`src/rtl/muldiv_sched.sv`:
```
// rtl/muldiv_sched.sv - sequencer launching the iterative mul/div units for execute
//
// Purpose: accepts one MUL/DIV/DIVU/REM/REMU request at a time, prepares
// operands (sign/zero extension for 32-bit word ops), launches and holds the
// selected unit until it reports data_ok, short-circuits divide-by-zero and
// signed overflow, aborts a stuck unit by watchdog and returns result + tag
// over a valid/ready handshake. Flush kills any in-flight or pending op.
//
// Optional feature: define MULDIV_REUSE_EN to keep a one-entry cache of the last
// completed divide so a matching DIV/REM/DIVU/REMU completes without a launch.
//
// Ports:
//   clk, reset                  clock, synchronous active-high reset
//   req_valid/req_ready         request handshake (ready only in IDLE without flush)
//   req_op, req_word            op code (0 MUL,1 DIV,2 DIVU,3 REM,4 REMU), 32-bit variant
//   req_a, req_b, req_tag       operands and opaque tag
//   flush                       kill in-flight / pending op
//   resp_valid/resp_ready       response handshake
//   resp_data, resp_tag         result and tag of the op
//   busy, timeout_err           not idle; sticky watchdog abort flag
//   unit_a, unit_b              prepared operands shared by all units
//   mul/div/divu_valid          unit launch/hold (one-hot or zero)
//   mul/div/divu_data_ok        unit done strobes
//   mul_result, div_*, divu_*   unit results
module muldiv_sched #(
    parameter int TAG_W          = 4,
    parameter int TIMEOUT_CYCLES = 128
) (
    input  logic             clk,
    input  logic             reset,
    input  logic             req_valid,
    output logic             req_ready,
    input  logic [2:0]       req_op,
    input  logic             req_word,
    input  logic [63:0]      req_a,
    input  logic [63:0]      req_b,
    input  logic [TAG_W-1:0] req_tag,
    input  logic             flush,
    output logic             resp_valid,
    input  logic             resp_ready,
    output logic [63:0]      resp_data,
    output logic [TAG_W-1:0] resp_tag,
    output logic             busy,
    output logic             timeout_err,
    output logic [63:0]      unit_a,
    output logic [63:0]      unit_b,
    output logic             mul_valid,
    output logic             div_valid,
    output logic             divu_valid,
    input  logic             mul_data_ok,
    input  logic             div_data_ok,
    input  logic             divu_data_ok,
    input  logic [63:0]      mul_result,
    input  logic [63:0]      div_quot,
    input  logic [63:0]      div_rem,
    input  logic [63:0]      divu_quot,
    input  logic [63:0]      divu_rem
);

    localparam logic [2:0] OP_MUL  = 3'd0;
    localparam logic [2:0] OP_DIV  = 3'd1;
    localparam logic [2:0] OP_DIVU = 3'd2;
    localparam logic [2:0] OP_REM  = 3'd3;
    localparam logic [2:0] OP_REMU = 3'd4;
    localparam int CNT_W = $clog2(TIMEOUT_CYCLES + 1);
    localparam logic [63:0] INT_MIN = 64'h8000_0000_0000_0000;

    typedef enum logic [1:0] {S_IDLE, S_RUN, S_DONE, S_DRAIN} state_e;

    state_e            state_q, state_d;
    logic [2:0]        op_q, op_d;
    logic              word_q, word_d;
    logic [63:0]       a_q, a_d, b_q, b_d;
    logic [TAG_W-1:0]  tag_q, tag_d;
    logic [63:0]       res_q, res_d;
    logic [CNT_W-1:0]  cnt_q, cnt_d;
    logic              tmo_q, tmo_d;
    // DRAIN normally returns to IDLE; after a watchdog abort it must still deliver a response.
    logic              drain_done_q, drain_done_d;

    // Request decode and operand preparation
    logic        req_signed, req_is_div, req_is_sdiv, req_is_rem, req_illegal;
    logic [63:0] prep_a, prep_b;
    logic        sc_zero, sc_ovf;

    always_comb begin
        req_signed  = (req_op == OP_MUL) || (req_op == OP_DIV) || (req_op == OP_REM);
        req_is_div  = (req_op >= OP_DIV) && (req_op <= OP_REMU);
        req_is_sdiv = (req_op == OP_DIV) || (req_op == OP_REM);
        req_is_rem  = (req_op == OP_REM) || (req_op == OP_REMU);
        req_illegal = (req_op > OP_REMU);
        if (req_word && req_signed) begin
            prep_a = {{32{req_a[31]}}, req_a[31:0]};
            prep_b = {{32{req_b[31]}}, req_b[31:0]};
        end else if (req_word) begin
            prep_a = {32'd0, req_a[31:0]};
            prep_b = {32'd0, req_b[31:0]};
        end else begin
            prep_a = req_a;
            prep_b = req_b;
        end
        sc_zero = req_is_div && (prep_b == 64'd0);
        // Word ops cannot overflow once extended to 64 bits, so only full-width ops short-circuit.
        sc_ovf  = req_is_sdiv && !req_word && (prep_a == INT_MIN) && (prep_b == '1);
    end

    // Selected unit's done strobe and result
    logic        unit_ok;
    logic [63:0] unit_res;

    always_comb begin
        unit_ok  = 1'b0;
        unit_res = 64'd0;
        case (op_q)
            OP_MUL:  begin unit_ok = mul_data_ok;  unit_res = mul_result; end
            OP_DIV:  begin unit_ok = div_data_ok;  unit_res = div_quot;   end
            OP_REM:  begin unit_ok = div_data_ok;  unit_res = div_rem;    end
            OP_DIVU: begin unit_ok = divu_data_ok; unit_res = divu_quot;  end
            OP_REMU: begin unit_ok = divu_data_ok; unit_res = divu_rem;   end
            default: begin unit_ok = 1'b0;         unit_res = 64'd0;      end
        endcase
    end

    logic        reuse_hit;
    logic [63:0] reuse_data;

`ifdef MULDIV_REUSE_EN
    logic        rc_valid_q, rc_signed_q, rc_word_q;
    logic [63:0] rc_a_q, rc_b_q, rc_quot_q, rc_rem_q;
    logic        rc_fill;

    // Only a genuine unit completion fills the entry; flush wins over a same-cycle data_ok.
    assign rc_fill = (state_q == S_RUN) && !flush && unit_ok && (op_q != OP_MUL);

    always_ff @(posedge clk) begin
        if (reset) begin
            rc_valid_q  <= 1'b0;
            rc_signed_q <= 1'b0;
            rc_word_q   <= 1'b0;
            rc_a_q      <= 64'd0;
            rc_b_q      <= 64'd0;
            rc_quot_q   <= 64'd0;
            rc_rem_q    <= 64'd0;
        end else if (rc_fill) begin
            rc_valid_q  <= 1'b1;
            rc_signed_q <= (op_q == OP_DIV) || (op_q == OP_REM);
            rc_word_q   <= word_q;
            rc_a_q      <= a_q;
            rc_b_q      <= b_q;
            rc_quot_q   <= (op_q == OP_DIV || op_q == OP_REM) ? div_quot : divu_quot;
            rc_rem_q    <= (op_q == OP_DIV || op_q == OP_REM) ? div_rem  : divu_rem;
        end
    end

    assign reuse_hit  = rc_valid_q && req_is_div && (rc_signed_q == req_is_sdiv) &&
                        (rc_word_q == req_word) && (rc_a_q == prep_a) && (rc_b_q == prep_b);
    assign reuse_data = req_is_rem ? rc_rem_q : rc_quot_q;
`else
    assign reuse_hit  = 1'b0;
    assign reuse_data = 64'd0;
`endif

    // Next-state and outputs
    always_comb begin
        state_d      = state_q;
        op_d         = op_q;
        word_d       = word_q;
        a_d          = a_q;
        b_d          = b_q;
        tag_d        = tag_q;
        res_d        = res_q;
        cnt_d        = cnt_q;
        tmo_d        = tmo_q;
        drain_done_d = drain_done_q;
        req_ready    = 1'b0;
        resp_valid   = 1'b0;
        mul_valid    = 1'b0;
        div_valid    = 1'b0;
        divu_valid   = 1'b0;

        if (flush) begin
            state_d      = S_DRAIN;
            drain_done_d = 1'b0;
        end else begin
            case (state_q)
                S_IDLE: begin
                    req_ready = 1'b1;
                    if (req_valid) begin
                        op_d   = req_op;
                        word_d = req_word;
                        a_d    = prep_a;
                        b_d    = prep_b;
                        tag_d  = req_tag;
                        cnt_d  = '0;
                        if (req_illegal) begin
                            res_d   = 64'd0;
                            state_d = S_DONE;
                        end else if (sc_zero) begin
                            res_d   = req_is_rem ? prep_a : '1;
                            state_d = S_DONE;
                        end else if (sc_ovf) begin
                            res_d   = req_is_rem ? 64'd0 : prep_a;
                            state_d = S_DONE;
                        end else if (reuse_hit) begin
                            res_d   = reuse_data;
                            state_d = S_DONE;
                        end else begin
                            state_d = S_RUN;
                        end
                    end
                end
                S_RUN: begin
                    mul_valid  = (op_q == OP_MUL);
                    div_valid  = (op_q == OP_DIV)  || (op_q == OP_REM);
                    divu_valid = (op_q == OP_DIVU) || (op_q == OP_REMU);
                    if (unit_ok) begin
                        res_d   = unit_res;
                        state_d = S_DONE;
                    end else if (cnt_q == CNT_W'(TIMEOUT_CYCLES - 1)) begin
                        tmo_d        = 1'b1;
                        res_d        = 64'd0;
                        drain_done_d = 1'b1;
                        state_d      = S_DRAIN;
                    end else begin
                        cnt_d = cnt_q + CNT_W'(1);
                    end
                end
                S_DONE: begin
                    resp_valid = 1'b1;
                    if (resp_ready) begin
                        state_d = S_IDLE;
                    end
                end
                S_DRAIN: begin
                    drain_done_d = 1'b0;
                    state_d      = drain_done_q ? S_DONE : S_IDLE;
                end
                default: state_d = S_IDLE;
            endcase
        end
    end

    always_ff @(posedge clk) begin
        if (reset) begin
            state_q      <= S_IDLE;
            op_q         <= 3'd0;
            word_q       <= 1'b0;
            a_q          <= 64'd0;
            b_q          <= 64'd0;
            tag_q        <= '0;
            res_q        <= 64'd0;
            cnt_q        <= '0;
            tmo_q        <= 1'b0;
            drain_done_q <= 1'b0;
        end else begin
            state_q      <= state_d;
            op_q         <= op_d;
            word_q       <= word_d;
            a_q          <= a_d;
            b_q          <= b_d;
            tag_q        <= tag_d;
            res_q        <= res_d;
            cnt_q        <= cnt_d;
            tmo_q        <= tmo_d;
            drain_done_q <= drain_done_d;
        end
    end

    assign resp_data   = word_q ? {{32{res_q[31]}}, res_q[31:0]} : res_q;
    assign resp_tag    = tag_q;
    assign busy        = (state_q != S_IDLE);
    assign timeout_err = tmo_q;
    assign unit_a      = a_q;
    assign unit_b      = b_q;

endmodule
```
`config.mk`:
```
export PLATFORM = sky130hd
export DESIGN_NAME = muldiv_sched
export DESIGN_NICKNAME = d
export VERILOG_FILES = /design/src/rtl/muldiv_sched.sv
export SDC_FILE = /design/constraint.sdc
export NUM_CORES = 1
export LEC_CHECK = 0
export CAP_MARGIN = 20
export CORE_AREA = 5 5 258 260
export DETAILED_ROUTE_END_ITERATION = 8
export DIE_AREA = 0 0 263 265
export PLACE_DENSITY_LB_ADDON = 0.2
export SETUP_SLACK_MARGIN = 0.1
export SLEW_MARGIN = 40
export SYNTH_ARGS = -nofsm -noshare
export SYNTH_HDL_FRONTEND = slang
export SYNTH_SLANG_ARGS = --single-unit
```
`constraint.sdc`:
```
create_clock -name clk -period 3.2 [get_ports clk]
set_input_delay 0.64 -clock clk [delete_from_list [all_inputs] [get_ports clk]]
set_output_delay 0.64 -clock clk [all_outputs]
set_load 0.03 [all_outputs]
```
Word level (Yosys, flattened, before mapping) --
Cells that the tools add are included.
Cells by class: $add $sub $neg 1, $lt $le $gt $ge 3, equality and inequality tests 22, multiplexer cells 43, bitwise gates (word level) 2, reduce and logical (&&, ||, !) cells 29
Operators by type and width (number):
- $mux 64 | 13
- $pmux 64 s5 | 1
- $eq 64x64->1 const B | 2
- $pmux 64 s2 | 1
- $logic_not 64->1 | 1
- $mux 8 | 3
- $mux 2 | 9
- $pmux 8 s2 | 1
- $mux 1 | 12
- $reduce_and 5->1 | 2
- $eq 3x2->1 const B | 3
- $ne 3x3->1 const B | 3
- $reduce_and 3->1 | 3
- $add 8x1->8 const B | 1
- $eq 8x7->1 const B | 1
- $ne 2x2->1 const B | 4
- $ne 4x4->1 const B | 2
- $pmux 2 s4 | 1
- $eq 3x1->1 const B | 2
- $eq 3x3->1 const B | 2
- $logic_and 1x1->1 | 6
- $logic_not 3->1 | 2
- $logic_or 1x1->1 | 6
- $reduce_bool 2->1 | 3
- 12 further kinds | 16
Storage, ports and cells: register bits 212, input bits 464, output and inout port bits 203, word-level logic and storage cells 110

Depth between registers and ports, before layout --
Gate-level depths: netlist of the first run.
depth in word-level cells 14, mapped depth 9

Worst setup path before layout of the first run --
OpenSTA, ideal clock, no wires.
path kind reg-to-output, from register op_q[2], to output divu_valid, arrival 2.959 ns, required time 2.560 ns, setup slack -0.399 ns, cell stages (with the launch flop) 7, buffers on the path 2, cell sequence dfxtp_1 > clkbuf_1 > inv_1 > nor2_1 > clkbuf_1 > inv_1 > a2111oi_0
On the way: word-level cells in the longest chain between the ends 4, elaborated cells between the ends (all ways) 5, classes of those cells eq/ne (2); mux (2); reduce/logical (1)
RTL lines:
- start: declaration | RTL line 71 | logic [2:0] op_q, op_d;
- start signal: assignment | RTL line 257 | op_q <= op_d;
- $eq 3x2->1 or $eq 3x3->1 (tied branches) | RTL line 215 | divu_valid = (op_q == OP_DIVU) || (op_q == OP_REMU);
- $logic_or 1x1->1 (*) | RTL line 215
- $mux 1 (*) | RTL line 185 | case (state_q)
- $mux 1 (*) | RTL line 181 | if (flush) begin
- end: declaration | RTL line 49 | output logic divu_valid,
Every way passes the cells marked *; elsewhere a longest branch is shown, timed or not.

Worst setup path in the final report of the first run --
from input req_a[40], to register res_q[10]
On the way: word-level cells in the longest chain between the ends 7
RTL lines:
- start: declaration | RTL line 35 | input logic [63:0] req_a,
- $mux 64 | RTL line 95 | end else if (req_word) begin
- $mux 64 | RTL line 92 | if (req_word && req_signed) begin
- $eq 64x64->1 | RTL line 104 | sc_ovf = req_is_sdiv && !req_word && (prep_a == INT_MIN) && (prep_b == '1);
- $logic_and 1x1->1 (2 in series) | RTL line 104
- $ne 4x4->1 (no line)
- $reduce_and 5->1 (no line)
- end signal: assignment | RTL line 262 | res_q <= res_d;
- end: declaration | RTL line 75 | logic [63:0] res_q, res_d;
No other way between the ends. A chain may end at the register's enable or synchronous reset.

==> summary.txt, run 1 <==
STA
  – Fin Hold WS: 0.450 ns
  – Fin worst setup slack: 0.129 ns
  – Maximum clock frequency: 326 MHz
  – Final period demand of the worst path: 3.07 ns
  – Worst rel slew slack: 0.449
  – Unrepaired setup endpoints after global routing: true
  – Count of final setup violators: 0
  – Max Transition Viols Final: 0
  – Period utilisation layout: 0.960
  – Max Clock Skew: 0.0152 ns
  – Worst slew pin tran: 0.826 ns
  – Final hold violation count: 0

Placement
  – PortBufs: 666
  – Placer Congestion: 0.933
  – Cell Area, Placed: 20700 um2
  – HPWL Detailed: 59500 um
  – Dpl ws: -0.536 ns

Clock tree
  – CTS buffer count: 28
  – Clock root buffer: clkbuf_16
  – Max clock buf depth: 3
  – H-tree lvl count: 1
  – CTS tree: yes
  – # clock sinks: 212
  – Worst-Skew Late Latency: 0.56 ns
  – Hold buffer count at cts: 0
  – CTS clk-pin slew, worst paths: 0.06 ns

Layout
  – Filler Cells Inserted: 6602
  – Cell area after layout: 21800 um2
  – Finished Core Util: 0.341
  – Syn-to-layout area delta: 89.7%
  – # nets final: 2605
  – Ratio of cells with drive above 1 in the final layout: 0.167

Critical path
  – Top Family by Delay on Critical Path: simple AND/OR/NAND/NOR gates
  – CP Class: primary input to register
  – Critical Path Max Stage Delay: 0.54 ns
  – Slowest cell on crit path: or4_4
  – Crit end category: register
  – Crit path buffers/inverters: 3
  – Top fanout value on the critical path: 8
  – Critical Path AT: 3.51 ns
  – Worst setup SP type: primary input
  – CP Cell Sequence: clkdlybuf4s50_1, nor4_2, nand3_1, buf_4, or4_4, nor4_4, o31ai_4, nor2b_4, clkbuf_16, a22o_1
  – Worst Path Required: 3.64 ns

Drt
  – Post-Route WL: 72800 um
  – DRT iter0 DRCs: 932
  – Avg WL per Cell: 24.1 um
  – Residual DRC: 0
  – Via-per-instance ratio: 4.60
  – First-pass detailed-route iteration total: 6
  – Antenna viol nets, final: 0
  – Vias: 13.9k

Synthesis
  – Syn Area/Cell: 8.33 um2
  – Largest family of logic cells by synthesized area: compound AO/OA/AOI/OAI gates
  – Post-Syn Area: 11500 um2
  – Post-Syn Nets: 1841
  – Count leader, synth: dfxtp_1
  – Post-synth top cells: 212 x dfxtp_1, 147 x o21ai_0, 129 x a21oi_1
  – Mux share of post-synthesis cell area: 0.0963
  – Synth Area in Adders: 0.00109
  – Post-Synth XOR/XNOR Area: 0.00382
  – Share of flip-flops with an asynchronous set or reset: 0
  – Main flop type after synthesis: dfxtp_1
  – Simple logic cell fraction of the synthesized area: 0.137
  – Count of yosys warnings during synthesis: 0
  – Synth cell types: 52
  – Seq cells post-synth: 212
  – EDFF count, synth: 0
  – Register area share after synthesis: 0.370
  – Cells after Synth: 1376
  – Post-synthesis compound-gate area fraction: 0.309
  – Synth top area cells: dfxtp_1 37%, a22o_1 8.4%, mux2i_1 7.8%, o21ai_0 6.4%, a21oi_1 5.6%
  – Synth area leader: dfxtp_1
  – Yosys top cell area share: 0.370

Power and ir drop
  – Cell Pwr Density: 373 nW/um2
  – Leak Pwr: 7.80 nW
  – VDD IR max: 0.000329 V

Die
  – Die height: 265 um
  – Die X: 263 um
  – Row cnt: 93
  – Die area: 69700 um2
  – Io pins: 667
  – Starting Density: 0.180
  – Core Box Area: 63900 um2

Global route
  – Initial antenna violation count: 8
  – Gr usage total: 0.191
  – First-pass GRT wire length: 99900 um
  – Largest net degree at the start of global routing: 70
  – Grt total ovfl: 0
  – Vias in the first global route: 14.1k

Outcome
  – Status: finished clean

Hold path
  – Worst Hold Class: register to register

Run
  – Max cap viols: 0
-- metrics by stage --
stage / power (mW) / setup TNS (ns) / std cells
final: 8.13 / 0 / 3018
after global routing: 8.47 / 0 / 3013
after CTS: 8.21 / 0 / 3001
after detailed placement: 5.15 / -30.54 / 2954
after global placement: 5.13 / -30.88 / 2953
after floorplan: 3.71 / 0 / 1376
-- state kept, by name, indices dropped and copies added (netlist names) --
signal        flops
cnt_q             8
drain_done_q      1
op_q              3
res_q            64
resp_tag          4
state_q           2
timeout_err       1
unit_a           64
unit_b           64
word_q            1
-- metal layers --
| layer | track usage | wire length (um) |
|---|---|---|
| met1 | 0.231 | 29500 |
| met2 | 0.332 | 35900 |
| met3 | 0.0498 | 4950 |
| met4 | 0.0650 | 2460 |
| met5 | 0 | 11 |
-- placed cells by master (no fill, tap or decap), types with 9 or more instances in the layout --
| cell type | count |
|---|---|
| clkdlybuf4s50_1 | 626 |
| dfxtp_1 | 209 |
| buf_4 | 203 |
| o21ai_0 | 147 |
| a21oi_1 | 128 |
| a22o_1 | 110 |
| nor2_1 | 99 |
| nand2_1 | 98 |
| mux2i_1 | 89 |
| inv_1 | 50 |
| buf_12 | 50 |
| o22a_1 | 35 |
| nor4_1 | 31 |
| clkbuf_16 | 30 |
| a221oi_1 | 26 |
| nand4_1 | 23 |
| a21o_1 | 23 |
| nor3_1 | 21 |
| o22ai_1 | 17 |
| a221oi_2 | 11 |
| a211oi_1 | 9 |
| mux4_2 | 9 |
| a22oi_1 | 9 |
-- final timing paths --
kind | from | to | slack, ns | cells past startpoint
min reg2reg | unit_b[49] | unit_b[49] | 0.45 | 2
max reg2reg | op_q[2] | res_q[7] | 0.43 | 7
min | unit_b[49] | unit_b[49] | 0.45 | 2
max | req_a[40] | res_q[10] | 0.13 | 10
-- tightest hold or removal path: stages, from the launching register on --
cell and delay, ns:
dfxtp_1 0.32, nand2_1 0.04, o21ai_0 0.05
-- cell families after synthesis --
group | count (synthesis)
xor gates and xnor gates | 5
adders and majority gates | 1
muxes | 99
and+or+nand+nor | 329
buffers and inverters | 206
AOI/OAI and AO/OA | 524
DFF | 212
-- power by group --
part	internal [mW]	leakage (nW)	switching (mW)	total (mW)
Clock	1.79	0.432	1.23	3.02
Sequential	2.74	1.72	0.0628	2.80
Combinational	1.18	5.65	1.12	2.30
Total	5.71	7.80	2.42	8.13
-- area by class of cell --
cell class | count | area (um2) | share of cell area
antenna | 7 | 17.5 | 0.000805
clock buffer | 40 | 837 | 0.0385
clock inverter | 6 | 32.5 | 0.00150
inverter | 52 | 199 | 0.00914
multi-input combinational | 959 | 6450 | 0.297
sequential | 212 | 4250 | 0.195
tap | 855 | 1070 | 0.0492
timing repair buffer | 887 | 8890 | 0.409
-- repair_timing --
| action | in CTS | in global routing |
|---|---|---|
| setup endpoints to repair | 26 | 53 |
| pin swaps | 1 | 9 |
| resized for setup | 5 | 17 |
| gates cloned | 0 | 3 |
| buffers inserted | 1 | 7 |
Power figures use the tool's default switching activity.
==> run 2: changes to the inputs <==
Settings changed: HOLD_SLACK_MARGIN set to 0.08.
==> results of run 2 <==
Same layout as run 1: the final DEF is identical, and so are final timing and power.
